## src/rtl/l2_tlb_search_ctrl.sv

```systemverilog
// l2_tlb_search_ctrl: sweeps one L2 TLB set through check_ram, arbitrates config writes and returns hit/prot/multi_hit.
module l2_tlb_search_ctrl #(
  parameter int ADDR_WIDTH     = 32,
  parameter int PAGE_SIZE      = 4096,
  parameter int SET_WIDTH      = 5,
  parameter int OFFSET_WIDTH   = 4,
  parameter int RAM_DATA_WIDTH = 32,
  localparam int RA_W          = SET_WIDTH + OFFSET_WIDTH + 1
) (
  input  logic                      clk_i,
  input  logic                      rst_i,
  input  logic                      in_valid,
  output logic                      in_ready,
  input  logic [ADDR_WIDTH-1:0]     in_addr,
  input  logic                      in_rw,
  input  logic                      cfg_valid,
  output logic                      cfg_ready,
  input  logic [RA_W-1:0]           cfg_addr,
  input  logic [RAM_DATA_WIDTH-1:0] cfg_wdata,
  output logic                      ram_we,
  output logic [RA_W-1:0]           port0_addr,
  output logic [RA_W-1:0]           port1_addr,
  output logic [RAM_DATA_WIDTH-1:0] ram_wdata,
  output logic [ADDR_WIDTH-1:0]     addr_o,
  output logic                      rw_o,
  output logic                      searching,
  output logic [OFFSET_WIDTH-1:0]   offset_addr_d,
  output logic                      start_search,
  output logic                      send_outputs,
  input  logic                      hit_i,
  input  logic [RA_W-1:0]           hit_addr_i,
  input  logic                      master_i,
  input  logic                      prot_i,
  input  logic                      multi_hit_i,
  output logic                      out_valid,
  input  logic                      out_ready,
  output logic                      out_hit,
  output logic [RA_W-1:0]           out_hit_addr,
  output logic                      out_master,
  output logic                      out_prot,
  output logic                      out_multi_hit
);
  localparam int IGNORE_LSB = $clog2(PAGE_SIZE);
  typedef enum logic [1:0] {IDLE, SEARCH, DRAIN, RESP} state_e;
  state_e                state_q;
  logic [SET_WIDTH-1:0]    set_q;
  logic [OFFSET_WIDTH-1:0] ofs_q;
  logic                    issue;
  logic                    hit_now;
  always_comb begin
    cfg_ready    = state_q == IDLE;
    ram_we       = cfg_ready && cfg_valid;
    in_ready     = cfg_ready && !cfg_valid;
    start_search = in_ready && in_valid;
    send_outputs = out_valid && out_ready;
    issue        = state_q == SEARCH;
    hit_now      = searching && hit_i;
    port0_addr   = ram_we ? cfg_addr : issue ? {set_q, 1'b0, ofs_q} : '0;
    port1_addr   = issue ? {set_q, 1'b1, ofs_q} : '0;
    ram_wdata    = cfg_wdata;
  end
  // A hit retires the sweep early: the read issued alongside it is dropped by clearing searching.
  always_ff @(posedge clk_i or posedge rst_i) begin
    if (rst_i) begin
      state_q       <= IDLE;
      set_q         <= '0;
      ofs_q         <= '0;
      addr_o        <= '0;
      rw_o          <= 1'b0;
      searching     <= 1'b0;
      offset_addr_d <= '0;
      out_valid     <= 1'b0;
      out_hit       <= 1'b0;
      out_hit_addr  <= '0;
      out_master    <= 1'b0;
      out_prot      <= 1'b0;
      out_multi_hit <= 1'b0;
    end else begin
      searching <= issue && !hit_now;
      if (issue) begin
        ofs_q         <= ofs_q + 1'b1;
        offset_addr_d <= ofs_q;
      end
      if (searching) out_multi_hit <= out_multi_hit | multi_hit_i;
      if (hit_now) begin
        out_hit      <= 1'b1;
        out_hit_addr <= hit_addr_i;
        out_master   <= master_i;
        out_prot     <= prot_i;
      end
      case (state_q)
        IDLE: if (start_search) begin
          addr_o        <= in_addr;
          rw_o          <= in_rw;
          set_q         <= in_addr[IGNORE_LSB +: SET_WIDTH];
          ofs_q         <= '0;
          out_hit       <= 1'b0;
          out_hit_addr  <= '0;
          out_master    <= 1'b0;
          out_prot      <= 1'b0;
          out_multi_hit <= 1'b0;
          state_q       <= SEARCH;
        end
        SEARCH: begin
          state_q   <= hit_now ? RESP : (&ofs_q) ? DRAIN : SEARCH;
          out_valid <= hit_now;
        end
        DRAIN: begin
          state_q   <= RESP;
          out_valid <= 1'b1;
        end
        default: if (out_ready) begin
          state_q   <= IDLE;
          out_valid <= 1'b0;
        end
      endcase
    end
  end
endmodule

```

## config.mk

```make
export PLATFORM = sky130hd
export DESIGN_NAME = l2_tlb_search_ctrl
export DESIGN_NICKNAME = d
export VERILOG_FILES = /design/src/rtl/l2_tlb_search_ctrl.sv
export SDC_FILE = /design/constraint.sdc
export NUM_CORES = 1
export LEC_CHECK = 0
export CAP_MARGIN = 20
export CORE_UTILIZATION = 31
export DETAILED_ROUTE_END_ITERATION = 10
export GPL_TIMING_DRIVEN = 0
export PLACE_DENSITY = 0.8
export SYNTH_ARGS = -nofsm -noshare
export SYNTH_HDL_FRONTEND = slang
export SYNTH_SLANG_ARGS = --single-unit
```

## constraint.sdc

```tcl
create_clock -name clk_i -period 1.9 [get_ports clk_i]
set_input_delay 0.57 -clock clk_i [delete_from_list [all_inputs] [get_ports clk_i]]
set_output_delay 0.57 -clock clk_i [all_outputs]
set_load 0.05 [all_outputs]
```

After elaboration in Yosys (flattened, before gate mapping)
Cells that the tools add are included.
W data, S select, Z words.

word-level totals
  RAM bits = 0
  memories kept = 0
  bits in latches = 0
  output and inout bits = 110
  bits in read-only memories = 0
  bits of input ports = 94
  bits in registers = 64
  word-level logic and storage cells = 62

operators by class
  bitwise gates (word level) = 2
  shifts and indexed selects = 0
  reductions and logical operators = 15
  divide/modulo/power cells = 0
  multiplexer cells = 28
  equal/unequal tests = 3
  $add $sub $neg = 1
  multiply operators = 0
  order comparisons = 0

operator list
  kind                   number
  $mux W10               6
  $mux W1                13
  $mux W4                3
  $mux W2                4
  $logic_and A1 B1 Y1    6
  $pmux W2 S3            1
  $reduce_and A2 Y1      3
  $add A4 B1 Y4 const B  1
  $reduce_and A4 Y1      1
  $reduce_bool A4 Y1     1
  $pmux W1 S3            1
  $reduce_bool A3 Y1     1
  $eq A2 B1 Y1 const B   1
  $eq A2 B2 Y1 const B   1
  $logic_not A1 Y1       2
  $logic_not A2 Y1       1
  $ne A2 B1 Y1 const B   1
  $not A1 Y1             1
  $or A1 B1 Y1           1

Logic depth before layout (Yosys ltp)
Gate-level depths: netlist (run 1).

  depth after elaboration = 5
  depth in mapped cells = 7
  mapped depth without buffers = 5

Least setup slack after synthesis (run 1)
Ideal clock, no wire load.

  kind = register to output
  start = reg state_q[0]
  end = out port0_addr[1]
  stages on the path, launching flop included = 6
  data required time = 1.330 ns
  data arrival time = 2.597 ns
  path slack = -1.267 ns
  path buffers = 1
  path through = dfrtp_1 > inv_1 > ha_1 > and2_0 > buf_2 > o21ai_0

between the ends
  longest elaborated chain between the ends = 3
  elaborated cells between the ends (all ways) = 5
  classes of those cells = eq/ne (1); mux (2); reduce/logical (2)

RTL lines
  item                    line  text
  start, declared         45    state_e state_q;
  start signal, assigned  105   state_q <= hit_now ? RESP : (&ofs_q) ? DRAIN : SEARCH;
  $logic_not A2 Y1        51    cfg_ready = state_q == IDLE;
  via cfg_ready           17    output logic cfg_ready,
  $logic_and A1 B1 Y1     52    ram_we = cfg_ready && cfg_valid;
  via ram_we              20    output logic ram_we,
  $mux W10                58    port0_addr = ram_we ? cfg_addr : issue ? {set_q, 1'b0, ofs_q} : '0;
  end, declared           21    output logic [RA_W-1:0] port0_addr,

The timed path passes the listed nets, and every way through them passes these cells.

Worst setup path after layout (run 1)
  start = reg state_q[0]
  end = out port0_addr[8]

between the ends
  longest elaborated chain between the ends = 3
  elaborated cells between the ends (all ways) = 5
  classes of those cells = eq/ne (1); mux (2); reduce/logical (2)

RTL lines
  item                                              line
  $eq A2 B1 Y1 or $logic_not A2 Y1 (tied branches)  56, 51
  $mux W10 or $logic_and A1 B1 Y1 (tied branches)   58, 52
  $mux W10 (*)                                      58

Every way passes the cells marked *; elsewhere a longest branch is shown, timed or not.

==> results of run 1 <==
report_power, final:
group	switching, mW	internal (mW)	total (mW)
Combinational	4.67	2.91	7.58
Sequential	0.400	1.89	2.29
Clock	0.455	0.522	0.977
Total	5.52	5.32	10.8
registers in the layout, summed over array words and instances (netlist names):
register       flops
out_hit            1
out_master         1
addr_o            32
out_prot           1
offset_addr_d      4
rw_o               1
ofs_q              4
out_hit_addr      10
out_valid          1
state_q            2
out_multi_hit      1
searching          1
metal layers:
layer  GRT usage  up-vias
met3     0.04964        9
met4     0.05543        0
met2      0.3195      129
li1            -     1202
met1      0.1759     1202
met5           0        -
worst max-delay path by stage:
| stage | startpoint | to | slack, ns |
|---|---|---|---|
| after floorplan | state_q[1] | port0_addr[6] | -0.21 |
| after global placement | cfg_valid | start_search | -1.24 |
| after detailed placement | cfg_valid | start_search | -1.22 |
| after CTS | state_q[0] | port0_addr[9] | -0.44 |
| after global routing | state_q[0] | port0_addr[8] | -0.51 |
| final | state_q[0] | port0_addr[8] | -0.45 |
Yosys cell counts, drive strengths merged (2+ instances only):
cell | instances | area, sq um
a21oi | 15 | 75.07
buf | 41 | 309.0
o21ai | 8 | 40.04
nand2 | 33 | 123.9
inv | 10 | 37.54
xor2 | 2 | 17.52
nor2 | 7 | 26.28
and2 | 9 | 56.30
nor2b | 2 | 12.51
clkbuf | 3 | 21.27
dfrtp | 59 | 1476
mux2 | 40 | 450.4
ha | 6 | 75.07
stage by stage:
| stage | instances | hold WS (ns) |
|---|---|---|
| CTS | 555 | 0.5028 |
| finish | 566 | 0.4927 |
| global route | 566 | 0.5085 |
| floorplan | 249 | 0.5421 |
| detailed placement | 529 | 0.4959 |
| global placement | 528 | 0.4815 |
final cells by class:
type | instances | share of cell area
Clock inverter | 3 | 0.002823
Sequential cell | 59 | 0.2781
Inverter | 10 | 0.01035
Timing Repair Buffer | 197 | 0.3696
Tap cell | 108 | 0.02541
Multi-Input combinational cell | 136 | 0.2178
Buffer | 42 | 0.06751
Clock buffer | 11 | 0.02846
cell families after synthesis:
logic type,synth area share
flip-flops,0.5214
AND/OR/NAND/NOR,0.09413
buffers and inverters,0.1299
multiplexers,0.1626
AO/OA/AOI/OAI,0.05922
adder cells (fa/ha/maj),0.02651
XOR/XNOR,0.006188
repair_timing:
item / CTS / global route
hold buffers: 0 / 0
gates resized for setup: 300 / 14
setup buffers: 12 / 13
pin swaps: 4 / 2
gates cloned: 1 / 0
setup endpoints to repair: 110 / 25
worst max-delay path, delay by kind of cell (launching register included):
family / cells / cell delay (ns)
adder cells (fa/ha/maj): 1 / 0.14
buffers and inverters: 3 / 0.37
flip-flops: 1 / 0.45
multiplexers: 1 / 0.30
AND/OR/NAND/NOR: 1 / 0.20
==> metrics.md, run 1 <==
| Metric | Value |
|---|---|
| Status | finished, violations left |
| Failing checks | negative setup slack |
| Multi-input gate area | 1159 sq um |
| Setup TNS | -5.947 ns |
| CP Capture Type | primary output |
| Synthesis-stage register bit count | 59 |
| Most frequent cells in the layout | dlygate4sd2_1, clkdlybuf4s50_1, dfrtp_1, buf_4, mux2_2 |
| Max-slew headroom | 0.5595 |
| Starting Density | 0.3231 |
| Pleak | 2.524 nW |
| Worst hold path endpoint | out_hit |
| R2R setup slack | 0.04 ns |
| Hold Path Depth | 2 |
| Final #Nets | 555 |
| Synthesized area | 2831 sq um |
| VDD IR max | 774.9 uV |
| Worst Setup Start Kind | flip-flop |
| PortBufs | 171 |
| Slowest Stage Delay on Critical Path | 0.45 ns |
| Vias after detailed routing | 2542 |
| Clk Latency, worst-skew pair | 0.33 ns |
| Initial antenna violation count | 0 |
| Post-synth ARST share | 1.000 |
| Die ar. | 9520 sq um |
| Syn avg cell area | 11.37 sq um |
| DR top layer | met4 |
| R2R cell count | 8 |
| Worst reg2reg startpoint | state_q[0] |
| Wl on met1 | 2959 um |
| Via density per instance | 4.491 |
| Total grt overflow | 0 |
| Pre-antenna DRT Iters | 4 |
| Global-route wire length before repair | 12720 um |
| CTS Buf Count | 9 |
| Row count | 34 |
| Slew Viols, Final | 0 |
| Crit-path slowest cell | dfrtp_2 |
| Final hold vios | 0 |
| Largest net degree at the start of global routing | 31 |
| CP max FO | 5 |
| Finished Cell Area | 5319 sq um |
| CTS H-tree lvls | 3 |
| Hold_sp | out_hit |
| Root buffer cell | clkbuf_8 |
| Commonest non-fill, non-tap cell in the layout | dlygate4sd2_1 |
| Max Freq | 0.4252 GHz |
| Clock Path Buffers | 2 |
| EDFF count, synth | 0 |
| 1st-iter DRT viols | 54 |
| Post-synth net total | 349 |
| Final worst slack | -0.4520 ns |
| Number of antenna repair diodes | 0 |
| Share of layout cells above drive strength 1 | 0.3777 |
| Reg2Reg Capture Point | addr_o[21] |
| Max Cap Viol | 0 |
| Met3 WL | 631 um |
| Pre-CTS setup slack | -1.216 ns |
| Post-synthesis cell count | 249 |
| Final worst path period need | 2.352 ns |
| Core Util, Final | 0.6069 |
| Worst EP required | 1.33 ns |
| Yosys cell types | 31 |
| WP data arrival | 1.78 ns |
| RSZ-0062 raised after global routing | true |
| Routed len/inst | 14.14 um |
| Seq. cell area | 1479 sq um |
| Final setup vio count | 21 |
| Final Wtd Congestion | 0.7354 |
| WS Path Type | reg2out |
| Seq/Total Area, Yosys | 0.5214 |
| Cell Chain, Critical Path | inv_2, ha_4, and2_4, buf_12, mux2_4, buf_6 |
| Number of global-route vias before repair | 2615 |
| Core footprint | 8763 sq um |
| TritonCTS clock tree | done |
| Synth Flop Type | dfrtp_1 |
| Detail Route Antenna Nets | 0 |
| DR DRC count | 0 |
| Die Span Y | 97.57 um |
| Hold WC Path Type | reg2reg |
| Synth-to-Final Area Change | 87.85% |
| Die width | 97.57 um |
| Clock skew | 0.007606 ns |
| Clock-pin slew on the worst setup and hold paths | 0.06 ns |
| Final Cycle Share | 1.238 |
| PwrDens | 2039 nW/um^2 |
| I/O pins | 204 |
| Overall power | 10.85 mW |
| Gr usage total | 0.1687 |
| Total wire length | 8006 um |
| Layout fillers | 730 |
| Synth Warn # | 0 |
| Worst Max-Slew Pin Slew | 0.6593 ns |
| Post-DP HPWL | 5743 um |
| Clk sinks | 59 |
| Met2 WL | 4329 um |
| Cell Area, Placed | 4828 sq um |
Power figures use the tool's default switching activity.
==> inputs of run 2 (changes only) <==
Settings changed: CTS_CLUSTER_DIAMETER from default to 200, GPL_TIMING_DRIVEN 0 to default.
==> run 2 against run 1 <==
Sequential share of layout area rose by 2.6 points. Non-clock buffer count fell by 68. Highest routed layer unchanged. Power increased by 2.8%. Count of clock-buffer cells in the layout stayed put. Setup slack improved by 0.093 ns. The flow still finishes with violations (negative setup slack). Critical path depth increased by 1. Sequential power about the same.
==> metrics.md, run 2 (synthesized netlist as in run 1, its figures left out) <==
| Metric | Value |
|---|---|
| Worst reg2reg startpoint | state_q[0] |
| CTS Buf Count | 9 |
| Total wire length | 7128 um |
| Global-route wire length before repair | 11630 um |
| Failing checks | negative setup slack |
| Slew Viols, Final | 0 |
| Die ar. | 9520 sq um |
| Detail Route Antenna Nets | 0 |
| Gr usage total | 0.1522 |
| Worst Max-Slew Pin Slew | 0.3166 ns |
| Cell Chain, Critical Path | inv_2, ha_4, and2_4, buf_8, buf_12, o21ai_4, buf_12 |
| Final Cycle Share | 1.189 |
| Max FFs per register | 32 |
| CP max FO | 8 |
| Slowest Stage Delay on Critical Path | 0.39 ns |
| Status | finished, violations left |
| Final #Nets | 487 |
| Gate power share | 0.685 |
| Via density per instance | 4.612 |
| Final setup vio count | 23 |
| Biggest register | addr_o |
| PwrDens | 2300 nW/um^2 |
| Number of antenna repair diodes | 0 |
| Root buffer cell | clkbuf_8 |
| PortBufs | 139 |
| Share of layout cells above drive strength 1 | 0.4821 |
| Initial antenna violation count | 0 |
| Row count | 34 |
| Total grt overflow | 0 |
| Number of global-route vias before repair | 2492 |
| Met1 GRT Util | 0.1595 |
| Clock-pin slew on the worst setup and hold paths | 0.07 ns |
| Synth-to-Final Area Change | 71.28% |
| Internal power | 5.832 mW |
| CTS H-tree lvls | 3 |
| Clock skew | 0.01245 ns |
| Die width | 97.57 um |
| P_sw | 5.320 mW |
| Switching share of power | 0.4770 |
| I/O pins | 204 |
| WP data arrival | 1.69 ns |
| Worst EP required | 1.33 ns |
| GR Layer Usage met3 | 0.04460 |
| RSZ-0062 raised after global routing | true |
| Pre-antenna DRT Iters | 4 |
| Vias after detailed routing | 2306 |
| Max Freq | 0.4426 GHz |
| TritonCTS clock tree | done |
| Busiest grt layer | met2 |
| Hold WC Path Type | reg2reg |
| Cell Area, Placed | 4413 sq um |
| R2R setup slack | 0.02 ns |
| Reg2Reg Capture Point | state_q[1] |
| Worst Setup Start Kind | flip-flop |
| CP Capture Type | primary output |
| Finished Cell Area | 4850 sq um |
| Worst hold slack | 0.5062 ns |
| Clock Path Buffers | 2 |
| Hold_sp | out_multi_hit |
| Most frequent cells in the layout | buf_4, dfrtp_1, clkdlybuf4s50_1, nand2_1, mux2_2 |
| Final worst path period need | 2.259 ns |
| Starting Density | 0.3231 |
| Core footprint | 8763 sq um |
| 1st-iter DRT viols | 44 |
| Most used cell, CP | buf_12 |
| Final hold vios | 0 |
| WS Path Type | reg2out |
| Pleak | 2.213 nW |
| M2 GR Usage | 0.2803 |
| Commonest non-fill, non-tap cell in the layout | buf_4 |
| Routed len/inst | 14.26 um |
| Biggest regs | addr_o (32), out_hit_addr (10) |
| Worst hold path endpoint | out_multi_hit |
| Seq pwr share | 0.206 |
| Core Util, Final | 0.5534 |
| Clock power share | 0.109 |
| VDD IR max | 1003 uV |
| DR DRC count | 0 |
| Max-slew headroom | 0.7889 |
| Clk Latency, worst-skew pair | 0.33 ns |
| Max Cap Viol | 0 |
| Pre-CTS setup slack | -0.5156 ns |
| Overall power | 11.15 mW |
| Final Wtd Congestion | 0.7963 |
| Final worst slack | -0.3592 ns |
| Hold Path Depth | 2 |
| Die Span Y | 97.57 um |
| Crit-path slowest cell | dfrtp_1 |
| Clk sinks | 59 |
| Post-DP HPWL | 5192 um |
| Largest net degree at the start of global routing | 60 |
| R2R cell count | 8 |
==> run 2: per-stage QoR <==
step	cells	TNS, ns
6_report	500	-5.436
5_1_grt	500	-8.025
2_1_floorplan	249	-1.466
3_3_place_gp	476	-14.70
4_1_cts	496	-5.726
3_5_place_dp	476	-15.11
==> run 2: metal layers <==
layer / vias to the layer above / share of wire
met5: - / 0
met4: 0 / 0.012
met3: 20 / 0.074
met2: 95 / 0.53
met1: 1122 / 0.38
li1: 1069 / -
==> run 2: repair_timing <==
action	CTS	global route
pin swaps	4	2
cloned	0	2
hold buffers	0	0
gates resized for setup	21	14
setup endpoints to repair	24	42
buffers inserted	4	3
==> run 2: layout make-up <==
cell class,count,area [sq um]
fillers,758,3914
repair buffers,171,1834
flip-flops and latches,59,1476
multi-input cells,136,1142
well taps,108,135.1
clock buffers,11,131.4
clock inverters,5,77.57
inverters,10,52.55
==> run 2: worst max path at each step <==
stage	start	end	slack, ns	depth (start not counted)
2_1_floorplan	state_q[1]	port0_addr[6]	-0.21	5
3_3_place_gp	cfg_valid	port0_addr[3]	-0.50	6
6_report	state_q[0]	port0_addr[3]	-0.36	7
5_1_grt	state_q[0]	port0_addr[3]	-0.45	7
3_5_place_dp	cfg_valid	port0_addr[3]	-0.52	6
4_1_cts	state_q[0]	port0_addr[3]	-0.38	7
==> run 2: worst max-delay path: cells and delay by family (launching register included) <==
family | cells | cell delay [ns]
compound gates | 1 | 0.14
fa+ha+maj | 1 | 0.15
buf+inv | 4 | 0.49
flops | 1 | 0.39
simple gates | 1 | 0.21
==> run 2: power by group through the flow <==
stage	Sequential, mW	Clock, mW	Combinational, mW
CTS	2.29	1.26	7.49
global placement	2.26	0	7.13
global route	2.39	1.31	8.01
floorplan	4.24	0	2.80
detailed placement	2.30	0	7.23
finish	2.29	1.22	7.64
